[src/rtl/otp_zeroize_seq.sv]
// otp_zeroize_seq
// Multi-block OTP zeroization engine for fuse_ctrl (OCP-lock). It zeroizes
// a contiguous run of scrambled-block-sized regions and reads each block
// back. It popcounts the block against a valid bound and a fatal bound, and
// it re-zeroizes marginal blocks up to MaxRetries extra times. At most one
// macro command is outstanding at any time.
//
// Ports:
//   clk_i, rst_i            clock, synchronous active-high reset
//   start_i                 start pulse (sampled only in IDLE)
//   base_addr_i             native-word address of block 0
//   num_blocks_i            number of blocks to zeroize
//   busy_o                  high in every state except IDLE
//   done_o                  one-cycle completion pulse (success or error)
//   err_o                   otp_err_e code of the last run
//   fatal_o                 sticky fatal flag, cleared only by reset
//   marginal_cnt_o          blocks accepted as marginal (saturating)
//   fail_addr_o             block address that caused the error
//   otp_req_o/otp_zeroize_o/otp_addr_o   macro command (held until grant)
//   otp_gnt_i               command accepted
//   otp_rvalid_i/otp_rdata_i/otp_err_i   macro response
module otp_zeroize_seq #(
  parameter int OtpWidth   = 16,
  parameter int BeatWidth  = 32,
  parameter int BlockWidth = 64,
  parameter int AddrWidth  = 13,
  parameter int CntWidth   = 8,
  parameter int ValidBound = BlockWidth - 8,
  parameter int FatalBound = (BlockWidth / 4) * 3,
  parameter int MaxRetries = 2
) (
  input  logic                 clk_i,
  input  logic                 rst_i,
  input  logic                 start_i,
  input  logic [AddrWidth-1:0] base_addr_i,
  input  logic [CntWidth-1:0]  num_blocks_i,
  output logic                 busy_o,
  output logic                 done_o,
  output logic [2:0]           err_o,
  output logic                 fatal_o,
  output logic [CntWidth-1:0]  marginal_cnt_o,
  output logic [AddrWidth-1:0] fail_addr_o,
  output logic                 otp_req_o,
  output logic                 otp_zeroize_o,
  output logic [AddrWidth-1:0] otp_addr_o,
  input  logic                 otp_gnt_i,
  input  logic                 otp_rvalid_i,
  input  logic [BeatWidth-1:0] otp_rdata_i,
  input  logic [2:0]           otp_err_i
);

  localparam int Wpb      = BlockWidth / OtpWidth;
  localparam int Bpb      = BlockWidth / BeatWidth;
  localparam int AccW     = $clog2(BlockWidth + 1);
  localparam int BeatIdxW = (Bpb > 1) ? $clog2(Bpb) : 1;
  localparam int RetryW   = (MaxRetries > 0) ? $clog2(MaxRetries + 1) : 1;
  localparam int ChkW     = AddrWidth + CntWidth + 1;

  localparam logic [AddrWidth-1:0] WpbA     = AddrWidth'(Wpb);
  localparam logic [AddrWidth-1:0] BeatStep = AddrWidth'(BeatWidth / OtpWidth);
  localparam logic [AccW-1:0]      ValidB   = AccW'(ValidBound);
  localparam logic [AccW-1:0]      FatalB   = AccW'(FatalBound);
  localparam logic [BeatIdxW-1:0]  BeatLast = BeatIdxW'(Bpb - 1);
  localparam logic [RetryW-1:0]    MaxR     = RetryW'(MaxRetries);
  localparam logic [ChkW-1:0]      AddrLim  = ChkW'(1) << AddrWidth;

  localparam logic [2:0] NoError        = 3'd0;
  localparam logic [2:0] MacroError     = 3'd1;
  localparam logic [2:0] MacroEccCorr   = 3'd2;
  localparam logic [2:0] MacroEccUncorr = 3'd3;
  localparam logic [2:0] AccessError    = 3'd5;
  localparam logic [2:0] CheckFailError = 3'd6;

  localparam logic [2:0] S_IDLE  = 3'd0;
  localparam logic [2:0] S_ZREQ  = 3'd1;
  localparam logic [2:0] S_ZWAIT = 3'd2;
  localparam logic [2:0] S_RREQ  = 3'd3;
  localparam logic [2:0] S_RWAIT = 3'd4;
  localparam logic [2:0] S_CHECK = 3'd5;
  localparam logic [2:0] S_DONE  = 3'd6;
  localparam logic [2:0] S_ERR   = 3'd7;

  function automatic logic [AccW-1:0] popcnt(input logic [BeatWidth-1:0] d);
    logic [AccW-1:0] c;
    c = '0;
    for (int i = 0; i < BeatWidth; i++) c = c + AccW'(d[i]);
    return c;
  endfunction

  // Control state (reset)
  logic [2:0]           state_q, state_d;
  logic                 req_q, req_d;
  logic                 zero_q, zero_d;
  logic [AddrWidth-1:0] addr_q, addr_d;
  logic                 done_q, done_d;
  logic [2:0]           err_q, err_d;
  logic                 fatal_q, fatal_d;
  logic [CntWidth-1:0]  mcnt_q, mcnt_d;
  logic [AddrWidth-1:0] fail_q, fail_d;
  logic [RetryW-1:0]    retry_q, retry_d;
  // Run bookkeeping (always initialised on start, so not reset)
  logic [CntWidth-1:0]  blk_q, blk_d;
  logic [CntWidth-1:0]  num_q, num_d;
  logic [AddrWidth-1:0] blk_addr_q, blk_addr_d;
  logic [BeatIdxW-1:0]  beat_q, beat_d;
  logic [AccW-1:0]      acc_q, acc_d;

  logic [ChkW-1:0]      end_addr;
  logic                 pass;

  // Range check is done wide enough that base + num*WPB cannot wrap.
  assign end_addr = ChkW'(base_addr_i) + ChkW'(num_blocks_i) * ChkW'(Wpb);

  always_comb begin
    state_d    = state_q;
    req_d      = req_q;
    zero_d     = zero_q;
    addr_d     = addr_q;
    done_d     = 1'b0;
    err_d      = err_q;
    fatal_d    = fatal_q;
    mcnt_d     = mcnt_q;
    fail_d     = fail_q;
    retry_d    = retry_q;
    blk_d      = blk_q;
    num_d      = num_q;
    blk_addr_d = blk_addr_q;
    beat_d     = beat_q;
    acc_d      = acc_q;
    pass       = 1'b0;

    unique case (state_q)
      S_IDLE: begin
        if (start_i) begin
          mcnt_d     = '0;
          err_d      = NoError;
          fail_d     = '0;
          blk_d      = '0;
          retry_d    = '0;
          beat_d     = '0;
          acc_d      = '0;
          num_d      = num_blocks_i;
          blk_addr_d = base_addr_i;
          if (num_blocks_i == '0 || end_addr > AddrLim) begin
            err_d   = AccessError;
            fail_d  = base_addr_i;
            done_d  = 1'b1;
            state_d = S_ERR;
          end else begin
            req_d   = 1'b1;
            zero_d  = 1'b1;
            addr_d  = base_addr_i;
            state_d = S_ZREQ;
          end
        end
      end
      S_ZREQ, S_RREQ: begin
        if (otp_gnt_i) begin
          req_d   = 1'b0;
          state_d = (state_q == S_ZREQ) ? S_ZWAIT : S_RWAIT;
        end
      end
      S_ZWAIT: begin
        if (otp_rvalid_i) begin
          if (otp_err_i == NoError) begin
            beat_d  = '0;
            req_d   = 1'b1;
            zero_d  = 1'b0;
            addr_d  = blk_addr_q;
            state_d = S_RREQ;
          end else begin
            err_d   = MacroError;
            fail_d  = blk_addr_q;
            done_d  = 1'b1;
            state_d = S_ERR;
          end
        end
      end
      S_RWAIT: begin
        if (otp_rvalid_i) begin
          // ECC status is meaningless on zeroized words; only hard errors abort.
          if (otp_err_i == NoError || otp_err_i == MacroEccCorr ||
              otp_err_i == MacroEccUncorr) begin
            acc_d = acc_q + popcnt(otp_rdata_i);
            if (beat_q != BeatLast) begin
              beat_d  = beat_q + BeatIdxW'(1);
              req_d   = 1'b1;
              addr_d  = addr_q + BeatStep;
              state_d = S_RREQ;
            end else begin
              state_d = S_CHECK;
            end
          end else begin
            err_d   = MacroError;
            fail_d  = blk_addr_q;
            done_d  = 1'b1;
            state_d = S_ERR;
          end
        end
      end
      S_CHECK: begin
        // Accumulator restarts for every attempt, retried or not.
        acc_d = '0;
        if (acc_q >= ValidB) begin
          pass = 1'b1;
        end else if (acc_q < FatalB) begin
          err_d   = CheckFailError;
          fatal_d = 1'b1;
          fail_d  = blk_addr_q;
          done_d  = 1'b1;
          state_d = S_ERR;
        end else if (retry_q < MaxR) begin
          retry_d = retry_q + RetryW'(1);
          req_d   = 1'b1;
          zero_d  = 1'b1;
          addr_d  = blk_addr_q;
          state_d = S_ZREQ;
        end else begin
          pass = 1'b1;
          if (mcnt_q != {CntWidth{1'b1}}) mcnt_d = mcnt_q + CntWidth'(1);
        end
        if (pass) begin
          retry_d = '0;
          if (blk_q == num_q - CntWidth'(1)) begin
            done_d  = 1'b1;
            state_d = S_DONE;
          end else begin
            blk_d      = blk_q + CntWidth'(1);
            blk_addr_d = blk_addr_q + WpbA;
            req_d      = 1'b1;
            zero_d     = 1'b1;
            addr_d     = blk_addr_q + WpbA;
            state_d    = S_ZREQ;
          end
        end
      end
      default: begin  // S_DONE, S_ERR: done_o is high this cycle
        state_d = S_IDLE;
      end
    endcase
  end

  // Control registers
  always_ff @(posedge clk_i) begin
    if (rst_i) begin
      state_q <= S_IDLE;
      req_q   <= 1'b0;
      zero_q  <= 1'b0;
      addr_q  <= '0;
      done_q  <= 1'b0;
      err_q   <= NoError;
      fatal_q <= 1'b0;
      mcnt_q  <= '0;
      fail_q  <= '0;
      retry_q <= '0;
    end else begin
      state_q <= state_d;
      req_q   <= req_d;
      zero_q  <= zero_d;
      addr_q  <= addr_d;
      done_q  <= done_d;
      err_q   <= err_d;
      fatal_q <= fatal_d;
      mcnt_q  <= mcnt_d;
      fail_q  <= fail_d;
      retry_q <= retry_d;
    end
  end

  // Run bookkeeping registers
  always_ff @(posedge clk_i) begin
    blk_q      <= blk_d;
    num_q      <= num_d;
    blk_addr_q <= blk_addr_d;
    beat_q     <= beat_d;
    acc_q      <= acc_d;
  end

  assign busy_o         = (state_q != S_IDLE);
  assign done_o         = done_q;
  assign err_o          = err_q;
  assign fatal_o        = fatal_q;
  assign marginal_cnt_o = mcnt_q;
  assign fail_addr_o    = fail_q;
  assign otp_req_o      = req_q;
  assign otp_zeroize_o  = zero_q;
  assign otp_addr_o     = addr_q;

endmodule

[config.mk]
export PLATFORM = sky130hd
export DESIGN_NAME = otp_zeroize_seq
export DESIGN_NICKNAME = d
export VERILOG_FILES = /design/src/rtl/otp_zeroize_seq.sv
export SDC_FILE = /design/constraint.sdc
export NUM_CORES = 1
export LEC_CHECK = 0
export ABC_AREA = 1
export CORE_MARGIN = 5
export CORE_UTILIZATION = 55
export DETAILED_ROUTE_END_ITERATION = 8
export DONT_BUFFER_PORTS = 1
export MAX_ROUTING_LAYER = met4
export PLACE_DENSITY = 0.73
export SETUP_SLACK_MARGIN = 0.2
export SLEW_MARGIN = 10
export SYNTH_ARGS = -nofsm -noshare
export SYNTH_HDL_FRONTEND = slang
export SYNTH_SLANG_ARGS = --single-unit
[constraint.sdc]
create_clock -name clk_i -period 5.05 [get_ports clk_i]
set_clock_uncertainty 0.1 [all_clocks]
set_input_delay 0.7575 -clock clk_i [delete_from_list [all_inputs] [get_ports clk_i]]
set_output_delay 0.7575 -clock clk_i [all_outputs]
set_load 0.01 [all_outputs]
==> results.cfg, run 1 <==
[power_and_ir_drop]
combinationalPowerShare = 0.647
clock_power_share = 0.125
power_density_mw_per_mm2 = 777
p_sw_mw = 2.55
ir_worst_vdd_uv = 837
p_seq_frac = 0.227
swShare = 0.471
p_int_mw = 2.87
total_leakage_power_nw = 3.20
fin_total_pwr_mw = 5.42

[timing]
fmax_ghz = 0.195
finalCritPeriodShare = 1.02
slew_violations = 0
setup_violations = 3
finalWorstSetupSlack_ns = -0.0895
maxSlewHeadroom = 0.280
max_slew.worst_pin.slew_ns = 1.08
final.min_clock_period_ns = 5.14
hold_viol_final = 0
timing.hold.ws_ns = 0.371
rsz0062_at_grt = yes

[logic_synthesis]
netlist_area_mm2 = 0.00650
synthArstFlopShare = 0
ys_types = 46
netlist.area_leader.share = 0.171
synth_warnings = 0
ys_top_cells_by_area = edfxtp_1 17%, dfxtp_1 14%, nand2_1 10%, fa_1 8.3%, inv_1 8.2%
syn_area_per_cell_um2 = 7.20
seq_area_frac_synth = 0.313
synth_edf_count = 37
ys.flop_type = dfxtp_1
yosysTopAreaCell = edfxtp_1
syn_inst = 903
yosysMostFrequentCell = nand2_1
synth_seq_cells = 83
ys_top_cells_by_count = 179 x nand2_1, 142 x inv_1, 98 x nor2_1
syn_nets = 1018

[floorplanning]
die_area_mm2 = 0.0141
fp.dieH_um = 119
fp.coreArea_mm2 = 0.0115
rows = 39
io_pins = 103
die_x_um = 119
start_util = 0.564

[critical_path]
path_common_cell = fa_1
slowest_stage = fa_1
path_cells = fa_1, inv_2, fa_1, inv_1, fa_1, inv_1, fa_1, fa_1, fa_1, fa_2, inv_2, fa_2, a21oi_2, nor2_2, buf_4, buf_4, nor3_1, nor3_2
critPathRequiredTime_ns = 5.05
end_kind = flop
cp-start-kind = input port
crit_fanout = 2
max_stage_delay_ns = 0.54
crit_type = in -> reg
worstPathArrival_ns = 5.14

[clocking]
cts-root-buf = clkbuf_16
cts_sinks = 83
holdBufCountCts = 0
clk_latency_ns = 0.35
clkTransAtPathRegs_ns = 0.07
cts_tree = done
cts_buffers = 9
cts.path.max_buffers = 2
cts.htree.levels = 3

[job]
max_cap_violations = 0

[detailed_routing]
drt_first_iter_violations = 381
post_drt_wl_per_cell_um = 15.4
dr_total_vias = 5807
wl_um = 16200
drcViolationCount = 0
viasPerCell = 5.54
drtAntennaViolNets = 0
drtPass1Iterations = 5

[global_route]
overflow = 0
grt_max_degree = 34
grt_pass1_vias = 5685
grt_pass1_wl_um = 27900
antenna_found_initial = 0
grtUsageTotal = 0.247

[final_layout]
diodes = 0
final_core_util = 0.606
nets = 1016
num-fill-cells = 1069
area_delta_synth_final_pct = 7.32
drive_gt1_frac = 0.0960

[run_status]
violations = setup timing
status = finished with violations

[place]
place_congestion = 0.943
pre_cts_ws_ns = -0.499
io_buffers = 0
dp_hpwl_um = 12400

[hold_path]
hp-class = in -> reg
power by group through the flow:
stage | Combinational [mW] | Clock, mW | Sequential (mW)
CTS | 3.41 | 0.686 | 1.23
detailed placement | 3.13 | 0 | 1.25
floorplan | 2.38 | 0 | 1.16
global route | 4.03 | 0.715 | 1.26
global placement | 3.10 | 0 | 1.24
finish | 3.51 | 0.680 | 1.23
worst max-delay path: cells and delay by family:
kind                     cells  cell delay, ns
adder cells (fa/ha/maj)      8            3.53
buffers and inverters        6            0.42
AND/OR/NAND/NOR              3            0.31
AO/OA/AOI/OAI                1            0.14
logic make-up after synthesis:
| kind of cell | count (synthesis) | share of synthesized area |
|---|---|---|
| AO/OA/AOI/OAI | 147 | 0.132 |
| XOR/XNOR | 14 | 0.0189 |
| adder cells (fa/ha/maj) | 54 | 0.135 |
| buffers and inverters | 178 | 0.109 |
| flip-flops | 83 | 0.313 |
| multiplexers | 1 | 0.00173 |
| AND/OR/NAND/NOR | 426 | 0.290 |
routing by layer:
metal / track usage / share of wire / up-vias
met1: 0.309 / 0.43 / 2661
met3: 0.0611 / 0.078 / 29
met5: - / 0 / -
met4: 0.0659 / 0.020 / 0
li1: - / - / 2924
met2: 0.401 / 0.47 / 193
cell usage in the layout (no fill, tap or decap), drive strengths merged, types with 2 or more instances in the layout:
master and count:
nand4 7, inv 152, a211oi 5, fa 27
o21bai 4, or2 3, o21ai 62, a31oi 3
nor3b 2, nor3 16, nor4 4, nor2 106
edfxtp 37, clkinv 4, xnor2 4, dfxtp 46
o21a 2, a21oi 64, buf 14, nand3 95
clkbuf 9, ha 27, nand3b 5, and2 2
xor2 10, nand2 186
stage by stage:
step	std cells	setup TNS, ns	area (µm²)
2_1_floorplan	903	-0.588	6510
3_3_place_gp	1027	-1.38	6610
3_5_place_dp	1027	-1.64	6610
4_1_cts	1047	-0.206	6960
5_1_grt	1049	-1.09	6970
6_report	1049	-0.250	6970
registers in the layout (all words and copies together), names as in the netlist, 7 cells and up:
name,count
blk_q,8
acc_q,7
num_q,8
marginal_cnt_o,8
fail_addr_o,13
otp_addr_o,13
blk_addr_q,13
timing repair:
action,4_1_cts,5_1_grt
buffers inserted,4,2
hold endpoints to repair,0,0
pin swaps,5,2
endpoints found under the setup margin,3,6
gates resized for setup,3,2
path summary, 6_finish.rpt:
check,from,slack [ns],to,cells past startpoint
max,otp_rdata_i[17],-0.09,acc_q[4]$_SDFFCE_PN0P_,18
min,rst_i,0.37,fatal_o$_SDFFE_PP0P_,1
max reg2reg,acc_q[0]$_SDFFCE_PN0P_,0.54,acc_q[4]$_SDFFCE_PN0P_,15
min reg2reg,otp_req_o$_SDFFE_PP0P_,0.41,otp_req_o$_SDFFE_PP0P_,2
cell type report:
class	instances	area (µm²)	area share
sequential	83	2030	0.291
tap	143	179	0.0257
inverter	151	569	0.0816
clock inverter	7	76.3	0.0109
timing repair buffer	14	109	0.0156
multi-input combinational	642	3780	0.543
clock buffer	9	225	0.0323
Power figures use the tool's default switching activity.
==> inputs of run 2 (changes only) <==
--- a/config.mk
+++ b/config.mk
@@ -11,7 +11,7 @@
 export DETAILED_ROUTE_END_ITERATION = 8
 export DONT_BUFFER_PORTS = 1
 export MAX_ROUTING_LAYER = met4
-export PLACE_DENSITY = 0.73
+export PLACE_DENSITY = 0.7
 export SETUP_SLACK_MARGIN = 0.2
 export SLEW_MARGIN = 10
 export SYNTH_ARGS = -nofsm -noshare
==> constraint.sdc (replaced) <==
create_clock -name clk_i -period 5.7 [get_ports clk_i]
set_clock_uncertainty 0.1 [all_clocks]
set_input_delay 0.855 -clock clk_i [delete_from_list [all_inputs] [get_ports clk_i]]
set_output_delay 0.855 -clock clk_i [all_outputs]
set_load 0.01 [all_outputs]
==> run 2 against run 1 <==
  * Highest routed layer unchanged
  * Critical endpoint is now acc_q[6]$_SDFFCE_PN0P_
  * Via count is essentially flat
  * The flow now finishes without violations
  * Cell count fell by 1.1%
  * Global-route usage up 0.41 points
  * Sequential power is 11% lower
  * Largest power group unchanged
  * Worst setup slack gained 0.46 ns
==> results.cfg, run 2 (synthesis results as in run 1) <==
[timing]
max_slew.worst_pin.slew_ns = 1.05
hold_viol_final = 0
slew_violations = 0
maxSlewHeadroom = 0.296
final.min_clock_period_ns = 5.33
rsz0062_at_grt = no
timing.hold.ws_ns = 0.413
setup_violations = 0
finalCritPeriodShare = 0.934
fmax_ghz = 0.188

[hold_path]
hp-start = otp_req_o$_SDFFE_PP0P_
whs_path_depth = 2
min_to = otp_req_o$_SDFFE_PP0P_
hp-class = reg -> reg

[place]
io_buffers = 0
place_congestion = 0.940
dpl-instance-area_mm2 = 0.00656
place_inst = 1021
dp_hpwl_um = 13200

[detailed_routing]
wl_um = 16800
drtPass1Iterations = 5
dr_total_vias = 5802
viasPerCell = 5.59
drt_first_iter_violations = 412
drtAntennaViolNets = 0
drcViolationCount = 0
post_drt_wl_per_cell_um = 16.2

[floorplanning]
die_area_mm2 = 0.0141
fp.dieH_um = 119
fp.coreArea_mm2 = 0.0115
die_x_um = 119
io_pins = 103
start_util = 0.564
rows = 39

[clocking]
clk_latency_ns = 0.34
cts.path.max_buffers = 2
cts_tree = done
post_cts_buffers = 0
cts.htree.levels = 3
clkTransAtPathRegs_ns = 0.06
cts-root-buf = clkbuf_16
cts_sinks = 83
cts_buffers = 9

[final_layout]
stdcell_area_mm2 = 0.00688
final_cell_mix = 179 x nand2_1, 142 x inv_1, 98 x nor2_1
finalNonFillerCells = 1037
drive_gt1_frac = 0.0783
mostFrequentLayoutCell = nand2_1
final_core_util = 0.598
area_delta_synth_final_pct = 5.93
num-fill-cells = 1123
nets = 1004
diodes = 0

[global_route]
grt_max_degree = 34
grtUsageTotal = 0.251
overflow = 0
grt_pass1_wl_um = 28200
grt_pass1_vias = 5753
antenna_found_initial = 0

[power_and_ir_drop]
power_density_mw_per_mm2 = 627
ir_worst_vdd_uv = 441
total_leakage_power_nw = 3.15

[critical_path]
cp-start-kind = input port
critPathRequiredTime_ns = 5.69
crit_type = in -> reg
end_kind = flop
crit_fanout = 3
r2r_slack_ns = 1.11
worstPathArrival_ns = 5.31
r2r_end = acc_q[6]$_SDFFCE_PN0P_
reg2regPathDepth = 18
r2r_start = acc_q[0]$_SDFFCE_PN0P_

[run_status]
status = finished clean

[job]
max_cap_violations = 0
## run 2: cell count changes in the layout (fill, tap and decap cells not counted), moves of 2 or more
cell	before	now
clkbuf_1	0	2
inv_1	140	142
inv_2	10	8
clkinv_4	3	1
buf_4	13	2
## run 2: routing by layer
layer / wire length (µm) / global-route usage / share of wire / vias up
li1: - / - / - / 2907
met1: 7000 / 0.299 / 0.42 / 2696
met2: 8370 / 0.427 / 0.50 / 183
met3: 1170 / 0.0626 / 0.070 / 16
met4: 209 / 0.0652 / 0.012 / 0
met5: 0 / - / 0 / -
## run 2: power by group
group | switching [mW] | internal (mW)
clock network | 0.243 | 0.387
logic | 1.67 | 0.927
registers | 0.233 | 0.860
total | 2.14 | 2.17
## run 2: through the flow
stage | power [mW] | TNS (ns) | setup WS [ns]
global placement | 3.55 | 0 | 0.0600
detailed placement | 3.64 | -0.0339 | -0.0339
global route | 4.79 | 0 | 0.202
finish | 4.32 | 0 | 0.374
floorplan | 3.12 | 0 | 0.229
CTS | 4.30 | 0 | 0.308
## run 2: critical path, cell delays in order
cell and delay (ns):
fa_1 0.52, inv_1 0.05, fa_1 0.50, inv_1 0.05, fa_1 0.48, inv_1 0.05
fa_1 0.45, fa_1 0.54, fa_1 0.44, fa_2 0.35, inv_1 0.08, fa_2 0.20
a21oi_1 0.07, nor2_1 0.15, nor2_1 0.06, nor2_1 0.13, nor2_1 0.05, inv_1 0.06
a21oi_2 0.05, o21ai_1 0.11, a21oi_1 0.05
## run 2: how the worst max path moves through the flow
stage / cells after the start / slack (ns) / start / end
after floorplan: 21 / 0.23 / otp_rdata_i[17] / acc_q[6]$_SDFFCE_PN0P_
after global placement: 21 / 0.06 / otp_rdata_i[17] / acc_q[6]$_SDFFCE_PN0P_
after detailed placement: 21 / -0.03 / otp_rdata_i[17] / acc_q[6]$_SDFFCE_PN0P_
after CTS: 21 / 0.31 / otp_rdata_i[17] / acc_q[6]$_SDFFCE_PN0P_
after global routing: 21 / 0.20 / otp_rdata_i[17] / acc_q[6]$_SDFFCE_PN0P_
final: 21 / 0.37 / otp_rdata_i[17] / acc_q[6]$_SDFFCE_PN0P_
## run 2: what timing repair did
action,in CTS,in global routing
endpoints found under the hold margin,0,0
hold buffers,0,0
setup endpoints to repair,0,2
resized for setup,0,4
## run 2: final cells by class
class | instances | area, µm² | area share
multi-input cells | 642 | 3770 | 0.548
well taps | 143 | 179 | 0.0260
flip-flops and latches | 83 | 2030 | 0.295
repair buffers | 2 | 15.0 | 0.00218
inverters | 151 | 569 | 0.0827
clock inverters | 5 | 85.1 | 0.0124
clock buffers | 11 | 233 | 0.0338
==> RTL edit, RTL diff (settings of run 2) <==
Change the parameter `BlockWidth` from 64 to 128.
--- a/src/rtl/otp_zeroize_seq.sv
+++ b/src/rtl/otp_zeroize_seq.sv
@@ -24,3 +24,3 @@
   parameter int BeatWidth  = 32,
-  parameter int BlockWidth = 64,
+  parameter int BlockWidth = 128,
   parameter int AddrWidth  = 13,
Formal check against the unedited RTL: not equivalent (a bounded check fails within 4 cycles, from zero or initial values and one cycle with rst_i high).
==> RTL edit against run 2 <==
Count of clock-buffer cells in the layout shrank 2; sequential cell count grew 2; synthesized cell count shrank 0.66%; largest power group unchanged; total power shrank 1.6%; worst setup slack gained 0.0062 ns; cell count is the same; synthesized area grew 1.3%; wire length grew 1.8%; design area grew 0.98%.
==> RTL edit: results (changes against run 2) <==
EDFF count, synth = 39 (was 37)
Placement Setup Slack = -0.0354 ns (was -0.0339 ns)
Vias per inst = 5.59 (about the same)
Synth Area in Compound Gates = 12.8% (was 13.2%)
Seq/Total Area, Yosys = 31.8% (was 31.3%)
WP data required = 5.80 ns (was 5.69 ns)
Most area-consuming cells after synthesis = edfxtp_1 (18%), dfxtp_1 (14%), nand2_1 (12%) (was edfxtp_1 (17%), dfxtp_1 (14%), nand2_1 (10%))
DP HPWL = 13,400 um (was 13,200 um)
Top cells by count, synth = nand2_1 (203), inv_1 (136), nor2_1 (103), nand3_1 (64), a21oi_1 (51) (was nand2_1 (179), inv_1 (142), nor2_1 (98), nand3_1 (94), o21ai_0 (53))
Tightest hold margin = 0.391 ns (was 0.413 ns)
Met1 usage in global routing = 29.6% (was 29.9%)
Reg area = 2090 um^2 (was 2030 um^2)
Status = completed (unchanged)
Worst Min Path Start = retry_q[0] (was otp_req_o)
XOR/XNOR share of the synthesized area = 2.26% (was 1.89%)
Total Routed Length = 17,000 um (was 16,800 um)
Starting DRC count in detailed routing = 375 (was 412)
Placed cell area = 6650 um^2 (was 6560 um^2)
Post-synthesis mux area share = 0% (was 0.173%)
Total global-route track usage = 24.9% (was 25.1%)
Worst EP arrival = 5.42 ns (was 5.31 ns)
Reg2reg setup slack = 1.04 ns (was 1.11 ns)
Worst-margin pin slew = 1.23 ns (was 1.05 ns)
Metal2 WL = 8440 um (was 8370 um)
Pin count of the biggest net entering global routing = 36 (was 34)
Clk Latency, worst-skew pair = 0.36 ns (was 0.34 ns)
M1 WL = 7160 um (was 7000 um)
RTL edit: changes by cell type in the layout (fill, tap and decap cells not counted), moves of 4 or more:
| cell | change |
|---|---|
| inv_1 | -6 |
| nand3_1 | -30 |
| o21ai_2 | +11 |
| xor2_1 | +4 |
| o21ai_0 | -12 |
| nor2_1 | +5 |
| a21oi_1 | +7 |
| a211oi_1 | -4 |
| nor2_2 | +4 |
| nand2_1 | +24 |
| o21ai_1 | -7 |
| nand4_1 | +6 |
RTL edit: cell type report:
class	instances	share of cell area, %
sequential	85	30.1
multi-input combinational	642	55.1
clock buffer	9	3.24
clock inverter	7	0.828
tap	147	2.65
timing repair buffer	2	0.216
inverter	145	7.90
RTL edit: power breakdown:
part	total, mW	switching [mW]	internal, mW
Combinational	2.57	1.64	0.932
Clock	0.571	0.269	0.301
Sequential	1.11	0.231	0.879
Total	4.25	2.14	2.11
